**src/rtl/clk_en_scheduler_if.sv**
```systemverilog
// Configuration handshake between a game-logic master and the clock-enable scheduler:
// a new game-tick divide ratio is offered with cfg_valid and taken when cfg_ready is high.
interface clk_en_scheduler_if #(
    parameter int TICK_W = 24
) ();
    logic              cfg_valid;
    logic [TICK_W-1:0] cfg_div;
    logic              cfg_ready;

    modport master (output cfg_valid, output cfg_div, input cfg_ready);
    modport slave  (input cfg_valid, input cfg_div, output cfg_ready);
endinterface

```
**src/rtl/clk_en_scheduler.sv**
```systemverilog
// Clock-enable scheduler: 1-in-PIX_DIV pixel enable plus a runtime-programmable game tick.
// Optional legacy divided pixel clock output pix_clk under macro CLK_EN_SCHED_PIXCLK_OUT_EN.
module clk_en_scheduler #(
    parameter int PIX_DIV      = 4,
    parameter int TICK_W       = 24,
    parameter int TICK_DIV_RST = 1666667,
    parameter int FCNT_W       = 16
) (
    input  logic              clk_in,
    input  logic              reset,
    input  logic              enable,
    clk_en_scheduler_if.slave cfg,
    output logic              pix_ce,
    output logic              game_tick,
    output logic [FCNT_W-1:0] frame_count,
    output logic              busy
`ifdef CLK_EN_SCHED_PIXCLK_OUT_EN
    ,
    output logic              pix_clk
`endif
);
    localparam int                 PIX_W    = (PIX_DIV > 2) ? $clog2(PIX_DIV) : 1;
    localparam logic [PIX_W-1:0]   PIX_LAST = PIX_W'(PIX_DIV - 1);
    localparam logic [PIX_W-1:0]   PIX_ONE  = PIX_W'(1);
    localparam logic [TICK_W-1:0]  TICK_ONE = TICK_W'(1);
    localparam logic [TICK_W-1:0]  DIV_RST  = TICK_W'(TICK_DIV_RST);
    localparam logic [FCNT_W-1:0]  FCNT_ONE = FCNT_W'(1);

    typedef enum logic [1:0] {
        ST_IDLE = 2'd0,
        ST_RUN  = 2'd1,
        ST_PEND = 2'd2
    } state_t;

    state_t              state_r;
    logic [PIX_W-1:0]    pix_cnt_r;
    logic [TICK_W-1:0]   tick_cnt_r;
    logic [TICK_W-1:0]   div_reg_r;
    logic [TICK_W-1:0]   pend_div_r;
    logic [FCNT_W-1:0]   frame_cnt_r;

    logic [PIX_W-1:0]    pix_next_s;
    logic                ready_s;
    logic                accept_s;
    logic [TICK_W-1:0]   cfg_n_s;
    logic                terminal_s;
    logic                tick_s;

    // Next-state helpers decoded purely from registers and the handshake inputs
    always_comb begin
        pix_next_s = (pix_cnt_r == PIX_LAST) ? '0 : (pix_cnt_r + PIX_ONE);
        ready_s    = (state_r != ST_PEND);
        accept_s   = cfg.cfg_valid && ready_s;
        // A zero ratio would never reach terminal count, so it is treated as 1
        cfg_n_s    = (cfg.cfg_div == '0) ? TICK_ONE : cfg.cfg_div;
        terminal_s = (tick_cnt_r == (div_reg_r - TICK_ONE));
        tick_s     = (state_r != ST_IDLE) && terminal_s;
    end

    // Free-running pixel phase counter, independent of enable
    always_ff @(posedge clk_in or posedge reset) begin
        if (reset) begin
            pix_cnt_r <= '0;
        end else begin
            pix_cnt_r <= pix_next_s;
        end
    end

`ifdef CLK_EN_SCHED_PIXCLK_OUT_EN
    logic pix_clk_r;

    // Square wave tracking the pixel counter MSB, registered from its next value
    always_ff @(posedge clk_in or posedge reset) begin
        if (reset) begin
            pix_clk_r <= 1'b0;
        end else begin
            pix_clk_r <= pix_next_s[PIX_W-1];
        end
    end

    assign pix_clk = pix_clk_r;
`endif

    // Game-tick FSM: divider, pending reconfiguration and frame counter
    always_ff @(posedge clk_in or posedge reset) begin
        if (reset) begin
            state_r     <= ST_IDLE;
            tick_cnt_r  <= '0;
            div_reg_r   <= DIV_RST;
            pend_div_r  <= DIV_RST;
            frame_cnt_r <= '0;
        end else begin
            if (tick_s) begin
                frame_cnt_r <= frame_cnt_r + FCNT_ONE;
            end
            case (state_r)
                ST_IDLE: begin
                    tick_cnt_r <= '0;
                    if (accept_s) begin
                        div_reg_r <= cfg_n_s;
                    end
                    if (enable) begin
                        state_r <= ST_RUN;
                    end
                end
                ST_RUN: begin
                    if (!enable) begin
                        // A config taken while stopping is applied directly, not lost
                        state_r    <= ST_IDLE;
                        tick_cnt_r <= '0;
                        if (accept_s) begin
                            div_reg_r <= cfg_n_s;
                        end
                    end else if (accept_s && terminal_s) begin
                        div_reg_r  <= cfg_n_s;
                        tick_cnt_r <= '0;
                    end else if (accept_s) begin
                        pend_div_r <= cfg_n_s;
                        tick_cnt_r <= tick_cnt_r + TICK_ONE;
                        state_r    <= ST_PEND;
                    end else if (terminal_s) begin
                        tick_cnt_r <= '0;
                    end else begin
                        tick_cnt_r <= tick_cnt_r + TICK_ONE;
                    end
                end
                ST_PEND: begin
                    if (!enable) begin
                        div_reg_r  <= pend_div_r;
                        tick_cnt_r <= '0;
                        state_r    <= ST_IDLE;
                    end else if (terminal_s) begin
                        div_reg_r  <= pend_div_r;
                        tick_cnt_r <= '0;
                        state_r    <= ST_RUN;
                    end else begin
                        tick_cnt_r <= tick_cnt_r + TICK_ONE;
                    end
                end
                default: begin
                    state_r    <= ST_IDLE;
                    tick_cnt_r <= '0;
                end
            endcase
        end
    end

    assign pix_ce        = (pix_cnt_r == PIX_LAST);
    assign game_tick     = tick_s;
    assign cfg.cfg_ready = ready_s;
    assign busy          = (state_r != ST_IDLE);
    assign frame_count   = frame_cnt_r;

endmodule

```
**src/flat_wrapper.sv**
```systemverilog
// flat-port wrapper written by rule: the top's interface ports become plain ports
module clk_en_scheduler_flat 
#(
    parameter int PIX_DIV      = 4,
    parameter int TICK_W       = 24,
    parameter int TICK_DIV_RST = 1666667,
    parameter int FCNT_W       = 16
)
  (clk_in, reset, enable, pix_ce, game_tick, frame_count, busy, cfg_cfg_valid, cfg_cfg_div, cfg_cfg_ready);
  clk_en_scheduler_if #(.TICK_W(TICK_W)) cfg_i ();
  input  logic clk_in;
  input  logic reset;
  input  logic enable;
  output logic pix_ce;
  output logic game_tick;
  output logic [FCNT_W-1:0] frame_count;
  output logic busy;
  input wire logic [$bits(cfg_i.cfg_valid)-1:0] cfg_cfg_valid;
  input wire logic [$bits(cfg_i.cfg_div)-1:0] cfg_cfg_div;
  output wire logic [$bits(cfg_i.cfg_ready)-1:0] cfg_cfg_ready;
  assign cfg_i.cfg_valid = cfg_cfg_valid;
  assign cfg_i.cfg_div = cfg_cfg_div;
  assign cfg_cfg_ready = cfg_i.cfg_ready;
  clk_en_scheduler #(.PIX_DIV(PIX_DIV), .TICK_W(TICK_W), .TICK_DIV_RST(TICK_DIV_RST), .FCNT_W(FCNT_W)) u_core (.clk_in(clk_in), .reset(reset), .enable(enable), .cfg(cfg_i), .pix_ce(pix_ce), .game_tick(game_tick), .frame_count(frame_count), .busy(busy));
endmodule
```
**config.mk**
```make
export PLATFORM = sky130hd
export DESIGN_NAME = clk_en_scheduler_flat
export DESIGN_NICKNAME = d
export VERILOG_FILES = /design/src/rtl/clk_en_scheduler_if.sv /design/src/rtl/clk_en_scheduler.sv /design/src/flat_wrapper.sv
export SDC_FILE = /design/constraint.sdc
export NUM_CORES = 1
export LEC_CHECK = 0
export ABC_AREA = 1
export CORE_MARGIN = 5
export CORE_UTILIZATION = 40
export DETAILED_ROUTE_END_ITERATION = 8
export PLACE_DENSITY = 0.69
export SETUP_SLACK_MARGIN = 0.5
export SYNTH_ARGS = -nofsm -noshare
export SYNTH_HDL_FRONTEND = slang
export SYNTH_SLANG_ARGS = --single-unit
```
**constraint.sdc**
```tcl
create_clock -name clk_in -period 2.9 [get_ports clk_in]
set_input_delay 0.58 -clock clk_in [delete_from_list [all_inputs] [get_ports clk_in]]
set_output_delay 0.58 -clock clk_in [all_outputs]
set_load 0.005 [all_outputs]
```
After elaboration in Yosys (flattened, before gate mapping)
Cells that the tools add are included.

storage, ports and cells
  output and inout bits = 20
  latch bits = 0
  memories kept = 0
  bits in read-only memories = 0
  memory bits (writable) = 0
  register bits after elaboration = 92
  input bits = 28
  logic and storage cells = 52

operators by class
  shift-type cells = 0
  add/sub/neg operators = 4
  equality and inequality tests = 10
  divide/modulo/power cells = 0
  reductions and logical operators = 10
  $mul = 0
  bitwise logic cells = 1
  $lt $le $gt $ge = 0
  mux-type cells = 21

operators with widths
  cell                                                    number
  2-to-1 mux 24 bit                                       11
  case mux 24 bit (3 select lines)                        1
  case mux 24 bit (2 select lines)                        1
  adder 24 x 1 -> 24 bit (second input constant)          1
  == test 24 bit                                          1
  logical NOT 24 bit                                      1
  subtractor 24 x 1 -> 24 bit (second input constant)     1
  adder 16 x 1 -> 16 bit (second input constant)          1
  2-to-1 mux 2 bit                                        7
  inequality test 3 x 2 -> 1 bit (second input constant)  3
  AND reduction 4 bit                                     2
  case mux 2 bit (3 select lines)                         1
  == test 2 bit (second input constant)                   2
  inequality test 2 bit (second input constant)           2
  logical AND 1 bit                                       3
  inequality test 3 bit (second input constant)           1
  AND reduction 3 bit                                     1
  nonzero test 3 bit                                      1
  adder 2 x 1 -> 2 bit (second input constant)            1
  == test 2 x 1 -> 1 bit (second input constant)          1
  logical NOT 2 bit                                       1
  nonzero test 2 bit                                      1
  inverter 1 bit                                          1

Longest topological paths before layout
  depth in word-level cells = 7
  gate-level depth with buffers = 20
  depth with buffers taken out = 19

Least setup slack after synthesis
OpenSTA, ideal clock, no wires.

  path type = flip-flop to output port
  start point = register u_core.div_reg_r[0]
  end point = output port game_tick
  required time = 2.320 ns
  buffers on the path = 0
  stages on the path, launching flop included = 15
  arrival = 1.918 ns
  setup slack = 0.402 ns
  path through = dfstp_2 inv_1 ha_1 inv_1 nand2_1 nand2_1 nor2_1 nand3_1 nor2_1 nand2_1 nor2_1 nand2_1 nor2_2 nand3_1 inv_1

on the way
  longest elaborated chain between the ends = 3

RTL lines
  item                         RTL line                 text
  start: declaration           clk_en_scheduler.sv:38   logic [TICK_W-1:0] div_reg_r;
  start signal: assignment     clk_en_scheduler.sv:100  div_reg_r <= cfg_n_s;
  start signal: assignment     clk_en_scheduler.sv:112  div_reg_r <= cfg_n_s;
  start signal: assignment     clk_en_scheduler.sv:115  div_reg_r <= cfg_n_s;
  subtractor 24 x 1 -> 24 bit  clk_en_scheduler.sv:56   terminal_s = (tick_cnt_r == (div_reg_r - TICK_ONE));
  == test 24 bit               clk_en_scheduler.sv:56
  logical AND 1 bit            clk_en_scheduler.sv:57   tick_s = (state_r != ST_IDLE) && terminal_s;
  end: declaration             flat_wrapper.sv:15       output logic game_tick;

Every way passes these cells.

Worst setup path after layout
Same ends and word-level chain as after synthesis.

==> out/qor.yml <==
cts.sinks: 92
max_stage_delay_ps: 540
yosysTopAreaCellShare_pct: 25.58
ys_seq_area_share_pct: 36.16
cts.path.max_buffers: 2
gp_congestion: 0.9072
grt_use_total_pct: 22.48
rows: 46
insertion_delay_ps: 370
root_buffer: "clkbuf_16"
max_cap_viol_count: 0
crit_chain: "inv_2 -> ha_4 -> nand2_4 -> nor2_8 -> buf_6 -> nand2_1 -> nand2_1 -> nand2_1 -> nand2_1 -> nor2_1 -> nand2_1 -> nor2_4 -> nand3_2 -> inv_2 -> buf_6"
syn-num-nets: 1001
min_period_ps: 2927
h-tree-depth: 3
synth_top_cell_by_area: "dfrtp_1"
critPathKind: "flip-flop to output pin"
gr-total-overflow: 0
dpl_worst_slack_ps: -18.39
syn2layout_area_growth_pct: 42.72
utilization_pct: 58.02
wire_per_inst_um: 15.99
wl_um: 20930
gr-usage-met1_pct: 28.88
syn_area_um2: 6457
core_um2: 15890
portBuffers: 47
yosysUniqueCellTypes: 40
synth_common_cells: "276 x nand2_1, 140 x inv_1, 98 x nor2_1"
min-delay-start: "u_core.pix_cnt_r[0]"
hold_class: "flip-flop to flip-flop"
min_to: "u_core.pix_cnt_r[0]"
cpMostUsedCell: "nand2_1"
dieArea_um2: 18780
path_buf_inv: 4
vias: 6922
cts_buffers: 9
first_iter_violations: 616
fmax_mhz: 341.6
fill_cells: 1402
yosysWarnings: 0
p_leak_nw: 4.481
fin_tns_setup_ps: -27.21
setup_slack_ps: -27.21
die_y_um: 137.1
setup_viol: 1
synthTopCellsByArea: "dfrtp_1 26%, nand2_1 16%, dfstp_2 11%, inv_1 8.1%, o21ai_0 6.5%"
antenna_cells: 0
dp_hpwl_um: 12820
met3_usage_pct: 3.603
tritoncts: "done"
pin_count: 48
crit_required_ps: 2320
synth.avg_cell_area_um2: 6.692
ant_nets: 0
endpoint_kind: "output pin"
rsz0062_at_grt: "yes"
hold_viol: 0
synth_edf_count: 0
ys_ff_latch: 92
viasPerCell: 5.288
firstDrtPassIters: 5
nets: 1124
start_kind: "flip-flop"
reg2reg_slack_ps: 30
slew_headroom_pct: 54.68
period_share_pct: 100.9
reg2reg_depth: 22
die_w_um: 137.1
drc: 0
slowest_stage: "dfstp_2"
pwr_density_cell_nw_per_um2: 852.2
dpl.cell_count: 1237
path_delay_family: "simple AND/OR/NAND/NOR gates"
synth_cells: 965
min_path_cells: 1
whs_ps: 430.0
yosysMostFrequentCell: "nand2_1"
drive_above_1_share_pct: 26.44
status: "finished, violations left"
synthArstFlopShare_pct: 100.0
skew_ps: 12.43
ys.flop_type: "dfrtp_1"
path_clk_slew_ps: 70
antenna_found_initial: 0
path_max_fanout: 6
grt_pass1_wl_um: 33310
rr_endpoint: "u_core.div_reg_r[13]"
instances_no_fill: 1309
worst_pin_slew_ps: 678.3
initial_core_util_pct: 40.65
grt_pass1_vias: 6581
reg2reg_from: "u_core.div_reg_r[0]"
path_depth: 15
grt_max_degree: 30
grt_busiest_layer: "met2"
vdd_drop_max_uv: 557.7
violations: "negative setup slack"
use_met2_pct: 36.68
slew_violations: 0
cts_hold_buf: 0
arrival_ps: 2350
==> cell families (layout without fill, tap and decap cells) <==
kind of cell	Yosys count	count (layout)	synth area share, %
compound gates	120	120	10.23
xor+xnor	45	45	6.103
fa+ha+maj	8	8	1.550
buf+inv	172	295	10.58
flops	92	92	36.16
simple gates	528	533	35.38
==> where the power goes <==
group	total, mW	internal (mW)	switching, mW
Sequential	2.10	1.76	0.348
Combinational	4.51	1.85	2.65
Clock	1.25	0.689	0.556
==> area by class of cell <==
class	instances	area [µm²]	share of cell area [%]
timing repair buffer	136	1632	17.70
sequential	92	2335	25.33
timing repair inverter	1	3.754	0.04073
tap	216	270.3	2.932
inverter	142	544.3	5.906
clock buffer	12	279.0	3.027
multi-input combinational	706	4125	44.76
clock inverter	4	27.53	0.2987
==> layer usage <==
metal | vias to the layer above | wire (µm)
met1 | 3221 | 8548
met2 | 280 | 10080
met5 | - | 0
met4 | 0 | 929
li1 | 3348 | -
met3 | 73 | 1373
==> state kept, by name (all words and copies together) (netlist names) <==
name                cells
u_core.pix_cnt_r        2
u_core.tick_cnt_r      24
u_core.state_r          2
u_core.pend_div_r      24
u_core.frame_count     16
u_core.div_reg_r       24
==> how the worst max path moves through the flow <==
stage                                   start                  end  slack (ps)
after global routing      u_core.div_reg_r[1]            game_tick        -140
after global placement    u_core.div_reg_r[1]            game_tick         -10
after CTS                 u_core.div_reg_r[0]            game_tick          20
after detailed placement  u_core.div_reg_r[1]            game_tick         -20
final                     u_core.div_reg_r[0]            game_tick         -30
after floorplan           u_core.div_reg_r[0]  u_core.div_reg_r[7]         460
==> stage by stage <==
stage / area, µm² / power (mW)
after floorplan: 6481 / 4.273
after CTS: 8737 / 7.285
after detailed placement: 7415 / 5.224
after global placement: 7415 / 5.172
after global routing: 9216 / 8.327
final: 9216 / 7.854
==> placed cells by master, fill, tap and decap left out, types with 7 or more instances in the layout <==
cell type / n
nand2_1: 208
inv_1: 133
nor2_1: 79
nand3_1: 72
dfrtp_1: 66
o21ai_0: 59
clkdlybuf4s50_1: 46
nand2_2: 44
buf_4: 42
nand4_1: 30
xor2_1: 28
nand2_4: 28
dfstp_2: 26
nor2_2: 20
buf_6: 18
xnor2_1: 17
o21ai_2: 17
o22ai_1: 15
buf_12: 13
nor3_1: 12
clkbuf_16: 11
buf_16: 11
nor2_4: 9
o21ai_1: 9
nand3_2: 7
inv_2: 7
==> what timing repair did <==
action,in CTS,in global routing
pin swaps,19,30
setup buffers,28,10
setup endpoints to repair,78,91
cloned,16,2
gates resized for setup,130,116
Power figures use the tool's default switching activity.
==> RTL edit 1, RTL diff (same flow settings) <==
Register the output `frame_count` once more, cleared by the reset; this adds one clock of latency there. The other outputs are not delayed to match.
--- a/src/rtl/clk_en_scheduler.sv
+++ b/src/rtl/clk_en_scheduler.sv
@@ -149,7 +149,13 @@
     assign game_tick     = tick_s;
     assign cfg.cfg_ready = ready_s;
     assign busy          = (state_r != ST_IDLE);
-    assign frame_count   = frame_cnt_r;
+    always_ff @(posedge clk_in or posedge reset) begin
+        if (reset) begin
+            frame_count <= '0;
+        end else begin
+            frame_count <= frame_cnt_r;
+        end
+    end
 
 endmodule
 
Formal check against the unedited RTL: not equivalent (Yosys sat finds a counterexample within 4 cycles, from zero or initial values and one cycle with reset high).
==> RTL edit 1 against the original RTL <==
The flow still finishes with violations (setup timing). Clock skew is 0.0016 ns higher. Core utilization is 4.1 points lower. Area after synthesis is 4.9% higher. Hold slack better by 0.0013 ns. Routed wire length is 0.14% higher. Sequential cell count is 16 higher. Via count is 2.1% lower. Synthesized cell count is 1.2% lower. Final cell count is 1.5% lower. Worst setup slack worse by 0.034 ns. Final area is 3.0% lower. Total power is 5.6% lower.
==> RTL edit 1: results (changes against the original RTL) <==
### Synthesis
- leading cell types by total area after synthesis: sky130_fd_sc_hd__dfrtp_1, sky130_fd_sc_hd__nand2_1, sky130_fd_sc_hd__dfstp_2, sky130_fd_sc_hd__inv_1, sky130_fd_sc_hd__o21ai_0, unchanged
- most instantiated cells after synthesis: sky130_fd_sc_hd__nand2_1, sky130_fd_sc_hd__inv_1, sky130_fd_sc_hd__nor2_1, sky130_fd_sc_hd__dfrtp_1, sky130_fd_sc_hd__o21ai_0, was sky130_fd_sc_hd__nand2_1, sky130_fd_sc_hd__inv_1, sky130_fd_sc_hd__nor2_1, sky130_fd_sc_hd__o21ai_0, sky130_fd_sc_hd__nand3_1
- Post-Synth XOR/XNOR Area: 6.46%, was 6.10%
- adder-cell area share of the yosys netlist: 1.48%, was 1.55%
- sequential cell area fraction in the yosys report: 40.4%, was 36.2%
- net count after synthesis: 989, was 1001

### Power
- net switching power of the design: 3.30 mW, was 3.56 mW
- VDD IR-drop max: 397 uV, was 558 uV
- logic gate share of total power: 52.8%, was 57.4%
- total power of the final layout: 7.42 mW, was 7.85 mW
- static leakage: 4.24 nW, was 4.48 nW
- clock network fraction of design power: 16.3%, was 15.9%

### Placement
- DP Worst Slack: -0.0600 ns, was -0.0184 ns
- detailed placement HPWL: 13100 um, was 12800 um
- placed inst area: 7770 sq um, was 7410 sq um
- RePlAce Congestion: 0.915, was 0.907

### Drt
- vias after detailed routing: 6780, was 6922
- first drt pass iteration count: 7, was 5
- 1st-iter DRT viols: 549, was 616
- sum of routed wire segments on met1: 9300 um, was 8550 um
- Detail Route met2 WL: 9550 um, was 10100 um
- post-detailed-route wirelength per cell: 16.2 um, was 16.0 um
- Detail Route met3 WL: 1620 um, was 1370 um

### Status
- violations in the final reports: setup timing, unchanged
- run status: complete, but fails checks, unchanged

### Timing
- final critical-path setup slack: -0.0613 ns, was -0.0272 ns
- setup skew after layout: 0.0141 ns, was 0.0124 ns
- count of endpoints failing setup in the final report: 5, was 1
- worst hold margin: 0.431 ns, was 0.430 ns
- max_slew headroom: 58.2%, was 54.7%

### Setup path
- reg-to-reg endpoint: u_core.frame_cnt_r[3]$_DFFE_PP0P_, was u_core.div_reg_r[13]$_DFFE_PP1P_
- arrival time of data at the critical path endpoint: 2.38 ns, was 2.35 ns
- maximum cell stage delay along the critical path: 0.56 ns, was 0.54 ns

### Clocking
- number of buffers added by the clock tree synthesis step: 9, unchanged

### GRT
- Total GRT Usage: 19.5%, was 22.5%
- largest net degree at the start of global routing: 109, was 30
- first-pass GRT wire length: 31400 um, was 33300 um

### Layout
- fin nets: 1101, was 1124
- share of cells above drive strength 1: 20.8%, was 26.4%
- antenna diode count: 0, unchanged

### Hold path
- worst hold path startpoint: u_core.frame_cnt_r[15]$_DFFE_PP0P_, was u_core.pix_cnt_r[0]$_DFF_PP0_
- Hold Path Cell Cnt: 0, was 1
- worst min-delay path endpoint: u_core.frame_count[15]$_DFF_PP0_, was u_core.pix_cnt_r[0]$_DFF_PP0_

-- RTL edit 1: worst max-delay path by stage --
stage | from | to
global route | u_core.div_reg_r[0]$_DFFE_PP1P_ | game_tick
finish | u_core.div_reg_r[0]$_DFFE_PP1P_ | game_tick
detailed placement | u_core.div_reg_r[1]$_DFFE_PP1P_ | game_tick
CTS | u_core.div_reg_r[0]$_DFFE_PP1P_ | game_tick
global placement | u_core.div_reg_r[1]$_DFFE_PP1P_ | game_tick
floorplan | u_core.div_reg_r[0]$_DFFE_PP1P_ | game_tick
-- RTL edit 1: metal layers --
layer	vias to the layer above	GRT usage (%)
met1	3193	27.8
li1	3274	-
met5	-	0
met3	38	3.51
met2	275	30.1
met4	0	5.86
-- RTL edit 1: cell families (layout without fill, tap and decap cells) --
kind of cell | after synthesis | in the layout
xor gates and xnor gates | 50 | 50
DFF | 108 | 108
buffers and inverters | 159 | 271
AOI/OAI and AO/OA | 125 | 125
and+or+nand+nor | 503 | 508
adders and majority gates | 8 | 8
-- RTL edit 1: what timing repair did --
| action | in CTS | in global routing |
|---|---|---|
| setup endpoints to repair | 73 | 92 |
| gates resized for setup | 27 | 104 |
| pin swaps | 10 | 50 |
| setup buffers | 9 | 12 |
| cloned | 2 | 14 |
-- RTL edit 1: final cells by class --
type,instances,area [sq um]
inverter,128,489
sequential,108,2740
multi-input combinational,691,3810
timing repair buffer,127,1350
clock inverter,5,42.5
tap,220,275
fill,1527,7650
clock buffer,11,233
-- RTL edit 1: per-stage QoR --
stage / TNS (ns) / cells
after floorplan: 0 / 953
after global placement: -0.0523 / 1237
after detailed placement: -0.0600 / 1237
after CTS: -0.0179 / 1264
after global routing: -2.08 / 1290
final: -0.263 / 1290
==> RTL edit 2, RTL diff (config.mk and constraints unchanged) <==
Made on the original files. `TICK_DIV_RST` is set to 1666667 in 2 places; all go to 833333.
--- a/src/rtl/clk_en_scheduler.sv
+++ b/src/rtl/clk_en_scheduler.sv
@@ -3,7 +3,7 @@
 module clk_en_scheduler #(
     parameter int PIX_DIV      = 4,
     parameter int TICK_W       = 24,
-    parameter int TICK_DIV_RST = 1666667,
+    parameter int TICK_DIV_RST = 833333,
     parameter int FCNT_W       = 16
 ) (
     input  logic              clk_in,
--- a/src/flat_wrapper.sv
+++ b/src/flat_wrapper.sv
@@ -3,7 +3,7 @@
 #(
     parameter int PIX_DIV      = 4,
     parameter int TICK_W       = 24,
-    parameter int TICK_DIV_RST = 1666667,
+    parameter int TICK_DIV_RST = 833333,
     parameter int FCNT_W       = 16
 )
   (clk_in, reset, enable, pix_ce, game_tick, frame_count, busy, cfg_cfg_valid, cfg_cfg_div, cfg_cfg_ready);
Check against the original RTL: same outputs for any inputs over 4 cycles, from zero or initial values and one cycle with reset high; that may be too few to reach the edited logic, so the function may still have changed.
==> RTL edit 2 against the original RTL <==
Area after synthesis is essentially flat. Highest routed layer unchanged. Routed wire length decreased by 6.4%. Critical path type unchanged. Total power fell by 9.2%. Worst setup slack improved by 0.070 ns. Combinational power decreased by 12%. Final area decreased by 7.8%. Sequential cell count stayed put. Maximum frequency up 2.5%.
==> RTL edit 2: results (changes against the original RTL) <==
### Status
- run status: completed, was complete, but fails checks

### Timing
- max_slew headroom: 59.5%, was 54.7%
- worst hold margin: 0.425 ns, was 0.430 ns
- setup skew after layout: 0.00866 ns, was 0.0124 ns
- maximum achievable frequency: 350 MHz, was 342 MHz

### Synthesis
- compound-gate portion of the synthesized area: 10.2%, about the same
- leading cell types by total area after synthesis: sky130_fd_sc_hd__dfrtp_1, sky130_fd_sc_hd__nand2_1, sky130_fd_sc_hd__dfstp_2, sky130_fd_sc_hd__inv_1, sky130_fd_sc_hd__o21ai_0, unchanged
- Post-Synth XOR/XNOR Area: 6.11%, was 6.10%
- adder-cell area share of the yosys netlist: 1.55%, about the same
- share of the synthesized area in the top cell type: 26.4%, was 25.6%

### Placement
- detailed placement HPWL: 12800 um, about the same
- DP Worst Slack: 0.00694 ns, was -0.0184 ns
- placed inst area: 7350 sq um, was 7410 sq um
- number of instances in the placed design: 1230, was 1237

### Drt
- vias after detailed routing: 6714, was 6922
- wire length after detailed routing: 19600 um, was 20900 um
- 1st-iter DRT viols: 542, was 616

### Power
- static leakage: 4.06 nW, was 4.48 nW
- VDD IR-drop max: 559 uV, was 558 uV

### Clocking
- PostCTS Resize Cnt: 29, was 130
- insertion delay of the later-clocked pin in the worst-skew pair: 0.35 ns, was 0.37 ns
- number of setup buffers added after CTS: 5, was 28

### Setup path
- depth of the most critical reg-to-reg path: 20, was 22
- reg-to-reg endpoint: u_core.div_reg_r[16]$_DFFE_PP0P_, was u_core.div_reg_r[13]$_DFFE_PP1P_
- highest net fanout along the worst path: 2, was 6
- setup slack on the worst flop-to-flop path: 0.21 ns, was 0.03 ns

### Layout
- non-filler cells in the finished layout: 1281, was 1309
- share of cells above drive strength 1: 19.2%, was 26.4%
- fin nets: 1097, was 1124

### GRT
- Total GRT Usage: 19.3%, was 22.5%
- number of global-route vias before repair: 6111, was 6581
- first-pass GRT wire length: 29300 um, was 33300 um
- largest net degree at the start of global routing: 46, was 30

-- RTL edit 2: cell types whose count changed after synthesis, sizes merged --
cell / change
dfstp: -2
dfrtp: +2
-- RTL edit 2: per-layer routing --
layer | GRT usage [%] | up-vias | part of all wire, %
li1 | - | 3283 | -
met1 | 26.6 | 3118 | 43
met2 | 30.8 | 263 | 48
met3 | 3.90 | 50 | 6.1
met4 | 5.71 | 0 | 3.2
met5 | 0 | - | 0
-- RTL edit 2: power breakdown --
| group | switching [mW] | internal [mW] |
|---|---|---|
| clock network | 0.497 | 0.600 |
| registers | 0.309 | 1.75 |
| logic | 2.45 | 1.53 |
| total | 3.25 | 3.88 |
-- RTL edit 2: layout make-up --
class | count | share of cell area, %
clock buffer | 13 | 2.95
clock inverter | 2 | 0.147
inverter | 142 | 6.38
multi-input combinational | 705 | 45.6
sequential | 92 | 27.5
tap | 216 | 3.18
timing repair buffer | 110 | 14.3
timing repair inverter | 1 | 0.0442
